--- src/rtl/sync_fifo_v2_if.sv ---
// sync_fifo_v2_if: handshake/data bundle for sync_fifo_v2.
//   master : producer/consumer side; drives din, wr_en, rd_en and observes status.
//   slave  : FIFO side; drives dout, dout_valid, count, level flags and the
//            sticky overflow/underflow error flags.
interface sync_fifo_v2_if #(
  parameter int DATA_WIDTH = 8,
  parameter int LOG2_DEPTH = 3
);
  logic [DATA_WIDTH-1:0] din;
  logic                  wr_en;
  logic                  rd_en;
  logic [DATA_WIDTH-1:0] dout;
  logic                  dout_valid;
  logic                  full;
  logic                  empty;
  logic                  almost_full;
  logic                  almost_empty;
  logic [LOG2_DEPTH:0]   count;
  logic                  overflow;
  logic                  underflow;

  modport master (
    output din, wr_en, rd_en,
    input  dout, dout_valid, full, empty, almost_full, almost_empty,
           count, overflow, underflow
  );

  modport slave (
    input  din, wr_en, rd_en,
    output dout, dout_valid, full, empty, almost_full, almost_empty,
           count, overflow, underflow
  );
endinterface

--- src/rtl/sync_fifo_v2.sv ---
// sync_fifo_v2: single-clock FIFO, DEPTH = 2**LOG2_DEPTH entries.
//   clk      : clock, all state on rising edge
//   reset_n  : asynchronous active-low reset
//   clr      : synchronous flush (also clears overflow/underflow)
//   f        : sync_fifo_v2_if.slave (din/wr_en/rd_en in; dout, dout_valid,
//              full, empty, almost_full, almost_empty, count, overflow,
//              underflow out)
// FWFT=0: dout registered, dout_valid pulses for one cycle per accepted read.
// FWFT=1: dout shows the head word combinationally; rd_en acknowledges it.
module sync_fifo_v2 #(
  parameter int DATA_WIDTH = 8,
  parameter int LOG2_DEPTH = 3,
  parameter int FWFT       = 0,
  parameter int AF_THRESH  = (1 << LOG2_DEPTH) - 2,
  parameter int AE_THRESH  = 2
) (
  input  logic              clk,
  input  logic              reset_n,
  input  logic              clr,
  sync_fifo_v2_if.slave     f
);
  localparam int DEPTH = 1 << LOG2_DEPTH;
  localparam int CW    = LOG2_DEPTH + 1;

  logic [DATA_WIDTH-1:0] mem [DEPTH];
  logic [LOG2_DEPTH-1:0] wr_ptr, rd_ptr;
  logic [CW-1:0]         cnt;
  logic                  ovf, unf;
  logic                  is_empty, is_full;
  logic                  rd_acc, wr_acc;

  assign is_empty = (cnt == '0);
  assign is_full  = (cnt == CW'(DEPTH));

  // clr wins over both requests; a write into a full FIFO rides on a
  // same-cycle accepted read, a read from an empty FIFO never succeeds.
  assign rd_acc = f.rd_en & ~is_empty & ~clr;
  assign wr_acc = f.wr_en & (~is_full | rd_acc) & ~clr;

  always_ff @(posedge clk or negedge reset_n) begin
    if (!reset_n) begin
      wr_ptr <= '0;
      rd_ptr <= '0;
      cnt    <= '0;
      ovf    <= 1'b0;
      unf    <= 1'b0;
    end else if (clr) begin
      wr_ptr <= '0;
      rd_ptr <= '0;
      cnt    <= '0;
      ovf    <= 1'b0;
      unf    <= 1'b0;
    end else begin
      if (wr_acc) wr_ptr <= wr_ptr + 1'b1;
      if (rd_acc) rd_ptr <= rd_ptr + 1'b1;
      case ({wr_acc, rd_acc})
        2'b10:   cnt <= cnt + 1'b1;
        2'b01:   cnt <= cnt - 1'b1;
        default: cnt <= cnt;
      endcase
      if (f.wr_en & ~wr_acc) ovf <= 1'b1;
      if (f.rd_en & ~rd_acc) unf <= 1'b1;
    end
  end

  // Storage is deliberately not reset.
  always_ff @(posedge clk) begin
    if (wr_acc) mem[wr_ptr] <= f.din;
  end

  generate
    if (FWFT != 0) begin : gen_fwft
      assign f.dout       = is_empty ? '0 : mem[rd_ptr];
      assign f.dout_valid = ~is_empty;
    end else begin : gen_std
      logic [DATA_WIDTH-1:0] dout_r;
      logic                  dv_r;
      always_ff @(posedge clk or negedge reset_n) begin
        if (!reset_n) begin
          dout_r <= '0;
          dv_r   <= 1'b0;
        end else if (clr) begin
          dout_r <= '0;
          dv_r   <= 1'b0;
        end else begin
          dv_r <= rd_acc;
          if (rd_acc) dout_r <= mem[rd_ptr];
        end
      end
      assign f.dout       = dout_r;
      assign f.dout_valid = dv_r;
    end
  endgenerate

  assign f.count        = cnt;
  assign f.full         = is_full;
  assign f.empty        = is_empty;
  assign f.almost_full  = (cnt >= CW'(AF_THRESH));
  assign f.almost_empty = (cnt <= CW'(AE_THRESH));
  assign f.overflow     = ovf;
  assign f.underflow    = unf;
endmodule

--- src/flat_wrapper.sv ---
// flat-port wrapper written by rule: the top's interface ports become plain ports
module sync_fifo_v2_flat 
#(
  parameter int DATA_WIDTH = 8,
  parameter int LOG2_DEPTH = 3,
  parameter int FWFT       = 0,
  parameter int AF_THRESH  = (1 << LOG2_DEPTH) - 2,
  parameter int AE_THRESH  = 2
)
  (clk, reset_n, clr, f_din, f_wr_en, f_rd_en, f_dout, f_dout_valid, f_full, f_empty, f_almost_full, f_almost_empty, f_count, f_overflow, f_underflow);
  sync_fifo_v2_if #(.DATA_WIDTH(DATA_WIDTH), .LOG2_DEPTH(LOG2_DEPTH)) f_i ();
  input  logic clk;
  input  logic reset_n;
  input  logic clr;
  input wire logic [$bits(f_i.din)-1:0] f_din;
  input wire logic [$bits(f_i.wr_en)-1:0] f_wr_en;
  input wire logic [$bits(f_i.rd_en)-1:0] f_rd_en;
  output wire logic [$bits(f_i.dout)-1:0] f_dout;
  output wire logic [$bits(f_i.dout_valid)-1:0] f_dout_valid;
  output wire logic [$bits(f_i.full)-1:0] f_full;
  output wire logic [$bits(f_i.empty)-1:0] f_empty;
  output wire logic [$bits(f_i.almost_full)-1:0] f_almost_full;
  output wire logic [$bits(f_i.almost_empty)-1:0] f_almost_empty;
  output wire logic [$bits(f_i.count)-1:0] f_count;
  output wire logic [$bits(f_i.overflow)-1:0] f_overflow;
  output wire logic [$bits(f_i.underflow)-1:0] f_underflow;
  assign f_i.din = f_din;
  assign f_i.wr_en = f_wr_en;
  assign f_i.rd_en = f_rd_en;
  assign f_dout = f_i.dout;
  assign f_dout_valid = f_i.dout_valid;
  assign f_full = f_i.full;
  assign f_empty = f_i.empty;
  assign f_almost_full = f_i.almost_full;
  assign f_almost_empty = f_i.almost_empty;
  assign f_count = f_i.count;
  assign f_overflow = f_i.overflow;
  assign f_underflow = f_i.underflow;
  sync_fifo_v2 #(.DATA_WIDTH(DATA_WIDTH), .LOG2_DEPTH(LOG2_DEPTH), .FWFT(FWFT), .AF_THRESH(AF_THRESH), .AE_THRESH(AE_THRESH)) u_core (.clk(clk), .reset_n(reset_n), .clr(clr), .f(f_i));
endmodule
--- config.mk ---
export PLATFORM = sky130hd
export DESIGN_NAME = sync_fifo_v2_flat
export DESIGN_NICKNAME = d
export VERILOG_FILES = /design/src/rtl/sync_fifo_v2_if.sv /design/src/rtl/sync_fifo_v2.sv /design/src/flat_wrapper.sv
export SDC_FILE = /design/constraint.sdc
export NUM_CORES = 1
export LEC_CHECK = 0
export CAP_MARGIN = 40
export CORE_AREA = 2 2 83 85
export DETAILED_ROUTE_END_ITERATION = 8
export DIE_AREA = 0 0 85 87
export PLACE_DENSITY = 0.75
export SLEW_MARGIN = 0
export SYNTH_ARGS = -nofsm -noshare
export SYNTH_HDL_FRONTEND = slang
export SYNTH_SLANG_ARGS = --single-unit
--- constraint.sdc ---
create_clock -name clk -period 2.9 [get_ports clk]
set_clock_uncertainty 0.1 [all_clocks]
set_input_delay 0.87 -clock clk [delete_from_list [all_inputs] [get_ports clk]]
set_output_delay 0.87 -clock clk [all_outputs]
set_load 0.02 [all_outputs]
==> out/results.tsv, run 1 <==
stage	metric	value	unit
final_layout	ANT cells	0	
placed_design	I/O Buffers	31	
final_layout	fill count	461	
sta	Max Slew Vio Count	0	
sta	unrepaired setup endpoints after global routing	no	
floorplan	chip height	87	µm
placed_design	DP HPWL	4410	µm
logic_synthesis	Synth Warn #	0	
worst_setup_path	setup slack, reg-to-reg	280	ps
clock_tree	worst skew pair latency	350	ps
flow_run	max cap viols	0	
sta	slew margin rel.	0.439	
sta	f_max	361	MHz
drt	final wirelength	6340	µm
drt	vias per cell	5.46	
logic_synthesis	Synth Register Bits	85	
clock_tree	CTS tree	built	
logic_synthesis	Area contributors post-synth	edfxtp_1, dfrtp_1, mux4_2, mux2i_1, nor2_1	
clock_tree	# H-tree levels	3	
floorplan	Die Wd	85	µm
worst_setup_path	Critical Path End Type	primary output	
worst_setup_path	R2R cell count	9	
floorplan	die area	0.00740	mm²
clock_tree	clk slew on worst S/H paths	90	ps
drt	via count	1889	
global_route	first-pass GRT wire length	10200	µm
worst_setup_path	Reg-to-Reg End	u_core.f.count[3]	
logic_synthesis	most common cell in the netlist	edfxtp_1	
clock_tree	Num CTS Buffers	9	
clock_tree	Post-CTS Repair Setup Buffers	0	
drt	First-pass DRT Iterations	4	
pwr	clock network power share	0.260	
sta	final setup fails	0	
final_layout	layout cell share with drive strength beyond 1	0.274	
drt	Post-DRT Antenna Nets	0	
global_route	pin count of the biggest net entering global routing	22	
logic_synthesis	top cells by count, synth	edfxtp_1, dfrtp_1, mux4_2, nor2_1, nand2_1	
pwr	maximum vdd ir drop	549	µV
pwr	static leakage	1.58	nW
sta	Worst Max-Slew Pin Slew	842	ps
final_layout	P&R area growth vs syn	23.3	%
worst_setup_path	reg-to-reg startpoint	u_core.f.count[3]	
placed_design	GP Congestion	0.867	
sta	final hold vios	0	
logic_synthesis	syn avg cell area	17.7	µm²
logic_synthesis	Synth async-reset ratio	0.247	
pwr	switching power	0.935	mW
outcome	outcome	finished, final reports clean	
clock_tree	root buffer cell	clkbuf_8	
floorplan	initial core utilization	0.529	
worst_setup_path	Worst Path Max Fanout	4	
clock_tree	Max clock buf depth	2	
pwr	switching share of power	0.290	
global_route	initial antenna violation count	0	
worst_setup_path	Setup CP Type	flip-flop to primary output	
drt	Avg WL per Cell	18.3	µm
hold_path	Cells on Worst Hold Path	2	
final_layout	design area	0.00428	mm²
pwr	Gate power share	0.282	
floorplan	CORE AREA	0.00657	mm²
logic_synthesis	register area share after synthesis	0.704	
global_route	grt total ovfl	0	
hold_path	min-delay src	u_core.f.dout[3]	
global_route	Total Routing Usage GR	0.189	
hold_path	hold endpoint	u_core.f.dout[3]	
logic_synthesis	Post-synth EDFFs	64	
pwr	cell internal pwr	2.28	mW
worst_setup_path	CP Launch Type	flip-flop	
pwr	sequential power share	0.458	
worst_setup_path	Crit path arrival time	1800	ps
sta	fin crit share	0.955	
drt	DRC Markers	0	
worst_setup_path	CP required	1930	ps
logic_synthesis	syn nets	214	
floorplan	IO Pins	32	
logic_synthesis	leading area contributor after synthesis	edfxtp_1	
placed_design	dpl cell area	0.00408	mm²
logic_synthesis	Synth top area share	0.553	
logic_synthesis	Syn Inst Count	196	
clock_tree	Clock Sinks	85	
hold_path	HP Class	flip-flop to flip-flop	
drt	starting DRC count in detailed routing	104	
logic_synthesis	Netlist cell types	41	
logic_synthesis	ys flop type	edfxtp_1	
floorplan	row cnt	30	
sta	setup TNS	0	ps
final_layout	Util after Layout	0.652	
sta	Tmin final	2770	ps
pwr	Tot Pwr	3.22	mW
logic_synthesis	Mapped Area	0.00347	mm²
pwr	pwr dens	751	mW/mm²
final_layout	Final #Nets	279	
global_route	vias in the first global route	1939	
-- cell families (layout without fill, tap and decap cells) --
family,Yosys count,after routing,share of synthesized area
compound gates,20,20,0.0429
xor+xnor,6,6,0.0151
fa+ha+maj,5,5,0.0202
buf+inv,9,79,0.0104
flops,85,85,0.704
mux,28,28,0.143
simple gates,43,43,0.0645
-- cell usage in the layout, fill, tap and decap left out, types with 2 or more instances in the layout --
| master | n |
|---|---|
| nor2b_1 | 3 |
| xnor2_1 | 2 |
| mux2i_1 | 9 |
| clkdlybuf4s50_1 | 29 |
| dlygate4sd2_1 | 2 |
| inv_1 | 2 |
| nor2_1 | 16 |
| edfxtp_1 | 64 |
| ha_1 | 4 |
| o21ai_0 | 5 |
| mux4_2 | 16 |
| a21oi_1 | 3 |
| nand2_1 | 10 |
| buf_4 | 29 |
| xor2_1 | 4 |
| dfrtp_1 | 21 |
| mux2_4 | 3 |
| o21ai_1 | 3 |
| clkbuf_8 | 9 |
| inv_6 | 2 |
| nand2b_1 | 2 |
-- worst max-delay path by stage --
stage | startpoint | endpoint | slack, ps | depth (start not counted)
floorplan | f_rd_en | u_core.f.count[3] | 20 | 7
global placement | f_rd_en | u_core.f.count[3] | -60 | 9
detailed placement | f_rd_en | u_core.f.count[3] | -170 | 9
CTS | u_core.f.count[3] | f_empty | 110 | 3
global route | f_rd_en | u_core.f.count[3] | 30 | 9
finish | u_core.f.count[3] | f_empty | 130 | 3
-- per-layer routing --
metal	GRT usage	vias to the layer above	wire [µm]
met5	0	-	0
met4	0.0620	0	87
met3	0.0588	9	320
met2	0.306	42	3230
met1	0.245	945	2700
li1	-	893	-
-- sequential cells by signal (all words and copies together), names as in the netlist --
name                 flops
u_core.f.count           4
u_core.mem              64
u_core.wr_ptr            3
u_core.f.dout            8
u_core.rd_ptr            3
u_core.f.dout_valid      1
u_core.f.overflow        1
u_core.f.underflow       1
-- area by class of cell --
type	count	area [µm²]	share of cell area
sequential	85	2450	0.571
clock buffer	9	124	0.0289
inverter	3	11.3	0.00263
timing repair buffer	60	526	0.123
multi-input combinational	102	996	0.232
clock inverter	7	80.1	0.0187
tap	80	100	0.0234
-- metrics by stage --
| stage | worst slack, ps | hold slack [ps] | cells |
|---|---|---|---|
| floorplan | 20.1 | 438 | 196 |
| global placement | -58.4 | 368 | 330 |
| detailed placement | -165 | 374 | 330 |
| CTS | 106 | 394 | 346 |
| global route | 25.1 | 421 | 346 |
| finish | 130 | 390 | 346 |
-- power groups by stage --
stage          combinational, mW  sequential [mW]  clock [mW]
2_1_floorplan              0.506             1.56           0
3_3_place_gp               0.917             1.50           0
3_5_place_dp               0.931             1.50           0
4_1_cts                    0.923             1.48       0.858
5_1_grt                    0.986             1.49       0.902
6_report                   0.907             1.47       0.837
-- worst max-delay path, stage by stage (launching register included) --
cell and delay [ps]:
dfrtp_1 420, or4_4 580, inv_1 110, dlygate4sd2_1 340
-- repair_timing --
| action | 4_1_cts | 5_1_grt |
|---|---|---|
| hold buffers | 0 | 0 |
| setup endpoints to repair | 2 | 0 |
| gates resized for setup | 2 | 0 |
No activity file was read; power rests on OpenSTA's default activity.
==> run 2, diff against run 1 <==
CORE_AREA = 2 2 87 89   (was 2 2 83 85)
DIE_AREA = 0 0 89 91   (was 0 0 85 87)
PLACE_DENSITY = 0.69   (was 0.75)
==> out/results.tsv, run 2 (same netlist as run 1, synthesis figures left out) <==
stage	metric	value	unit
floorplan	chip height	91	µm
flow_run	max cap viols	0	
floorplan	CORE AREA	0.00714	mm²
sta	final setup fails	0	
floorplan	Die Wd	89	µm
worst_setup_path	Critical Path End Type	primary output	
sta	Tmin final	2810	ps
worst_setup_path	CP Launch Type	flip-flop	
worst_setup_path	Setup CP Type	flip-flop to primary output	
worst_setup_path	Worst Path Max Fanout	5	
placed_design	DP HPWL	4160	µm
clock_tree	worst skew pair latency	350	ps
pwr	static leakage	1.56	nW
floorplan	IO Pins	32	
final_layout	most common cell after layout, fill and taps aside	edfxtp_1	
final_layout	P&R area growth vs syn	22.9	%
pwr	pwr dens	734	mW/mm²
worst_setup_path	Reg-to-Reg End	u_core.f.count[3]	
clock_tree	# H-tree levels	3	
floorplan	initial core utilization	0.487	
final_layout	flip-flop count of the largest register after layout	64	
worst_setup_path	setup slack, reg-to-reg	240	ps
sta	slew margin rel.	0.487	
clock_tree	CTS tree	built	
final_layout	layout cell share with drive strength beyond 1	0.269	
global_route	Total Routing Usage GR	0.174	
drt	starting DRC count in detailed routing	84	
clock_tree	Num CTS Buffers	9	
global_route	pin count of the biggest net entering global routing	22	
sta	final hold vios	0	
worst_setup_path	worst setup path startpoint	u_core.f.count[1]	
drt	Post-DRT Antenna Nets	0	
final_layout	most frequent cells in the layout	edfxtp_1, clkdlybuf4s50_1, buf_4	
sta	Worst Max-Slew Pin Slew	770	ps
sta	unrepaired setup endpoints after global routing	no	
final_layout	Final #Nets	277	
drt	via count	1851	
final_layout	fill count	586	
drt	vias per cell	5.10	
drt	Avg WL per Cell	17.0	µm
outcome	outcome	finished, final reports clean	
global_route	first-pass GRT wire length	9990	µm
clock_tree	Clock Sinks	85	
floorplan	row cnt	31	
placed_design	I/O Buffers	31	
clock_tree	clk slew on worst S/H paths	90	ps
clock_tree	# hold bufs at CTS	0	
clock_tree	Max clock buf depth	2	
final_layout	Reg with most FFs	u_core.mem	
final_layout	ANT cells	0	
worst_setup_path	R2R cell count	9	
sta	fin crit share	0.967	
floorplan	die area	0.00810	mm²
final_layout	Util after Layout	0.598	
hold_path	Cells on Worst Hold Path	2	
hold_path	HP Class	flip-flop to flip-flop	
drt	First-pass DRT Iterations	4	
placed_design	GP Congestion	0.825	
worst_setup_path	Crit path arrival time	1840	ps
drt	DRC Markers	0	
sta	f_max	356	MHz
hold_path	min-delay src	u_core.f.dout[5]	
sta	Max Slew Vio Count	0	
drt	final wirelength	6180	µm
global_route	grt total ovfl	0	
sta	Hold Slack	383	ps
global_route	initial antenna violation count	0	
global_route	vias in the first global route	1938	
hold_path	hold endpoint	u_core.f.dout[5]	
pwr	maximum vdd ir drop	475	µV
clock_tree	Post-CTS Repair Setup Buffers	0	
worst_setup_path	CP required	1930	ps
worst_setup_path	reg-to-reg startpoint	u_core.f.count[0]	
clock_tree	root buffer cell	clkbuf_8	
==> run 2: changes by cell type in the layout (fill, tap and decap cells not counted), sizes merged <==
cell / previous run / this run
buf: 29 / 27
bufinv: 1 / 0
clkinvlp: 1 / 2
==> run 2: routing by layer <==
layer / global-route usage / part of all wire / vias up / routed length [µm]
met5: 0 / 0 / - / 0
met4: 0.0734 / 0.014 / 0 / 84
met3: 0.0409 / 0.034 / 6 / 213
met2: 0.274 / 0.51 / 35 / 3150
met1: 0.232 / 0.44 / 921 / 2730
li1: - / - / 889 / -
==> run 2: metrics by stage <==
step                      instance area, µm²  std cells  power (mW)  TNS [ps]  setup slack [ps]
after CTS                               4270        363        3.18         0              50.3
after detailed placement                4090        347        2.42     -1050              -167
after global routing                    4270        363        3.31         0              18.8
final                                   4270        363        3.13         0              94.3
after global placement                  4090        347        2.41      -396             -64.9
after floorplan                         3480        196        2.06         0              20.1
==> run 2: worst max-delay path by stage <==
stage / end / slack [ps] / cells after the start
finish: f_almost_empty / 90 / 3
global route: f_almost_empty / 20 / 3
floorplan: u_core.f.count[3] / 20 / 7
global placement: u_core.f.count[3] / -60 / 9
CTS: f_almost_empty / 50 / 3
detailed placement: u_core.f.count[3] / -170 / 9
==> run 2: report_power, final <==
| part | switching [mW] | internal (mW) | total, mW |
|---|---|---|---|
| Clock | 0.438 | 0.322 | 0.760 |
| Combinational | 0.420 | 0.477 | 0.897 |
| Sequential | 0.0801 | 1.40 | 1.48 |
| Total | 0.938 | 2.20 | 3.13 |
==> run 2: critical path: stages, from the launching register on <==
cell	delay, ps
dfrtp_1	440
buf_4	180
a211oi_1	230
clkdlybuf4s50_1	640
==> run 2: layout make-up <==
| cell class | instances | area (µm²) | share of cell area |
|---|---|---|---|
| clock buffer | 9 | 124 | 0.0290 |
| clock inverter | 7 | 57.6 | 0.0135 |
| inverter | 3 | 11.3 | 0.00264 |
| multi-input combinational | 102 | 996 | 0.233 |
| sequential | 85 | 2450 | 0.573 |
| tap | 99 | 124 | 0.0290 |
| timing repair buffer | 58 | 510 | 0.120 |
==> run 2: timing repair <==
| action | in CTS | in global routing |
|---|---|---|
| endpoints found under the hold margin | 0 | 0 |
| endpoints found under the setup margin | 2 | 0 |
| gates resized for setup | 2 | 0 |
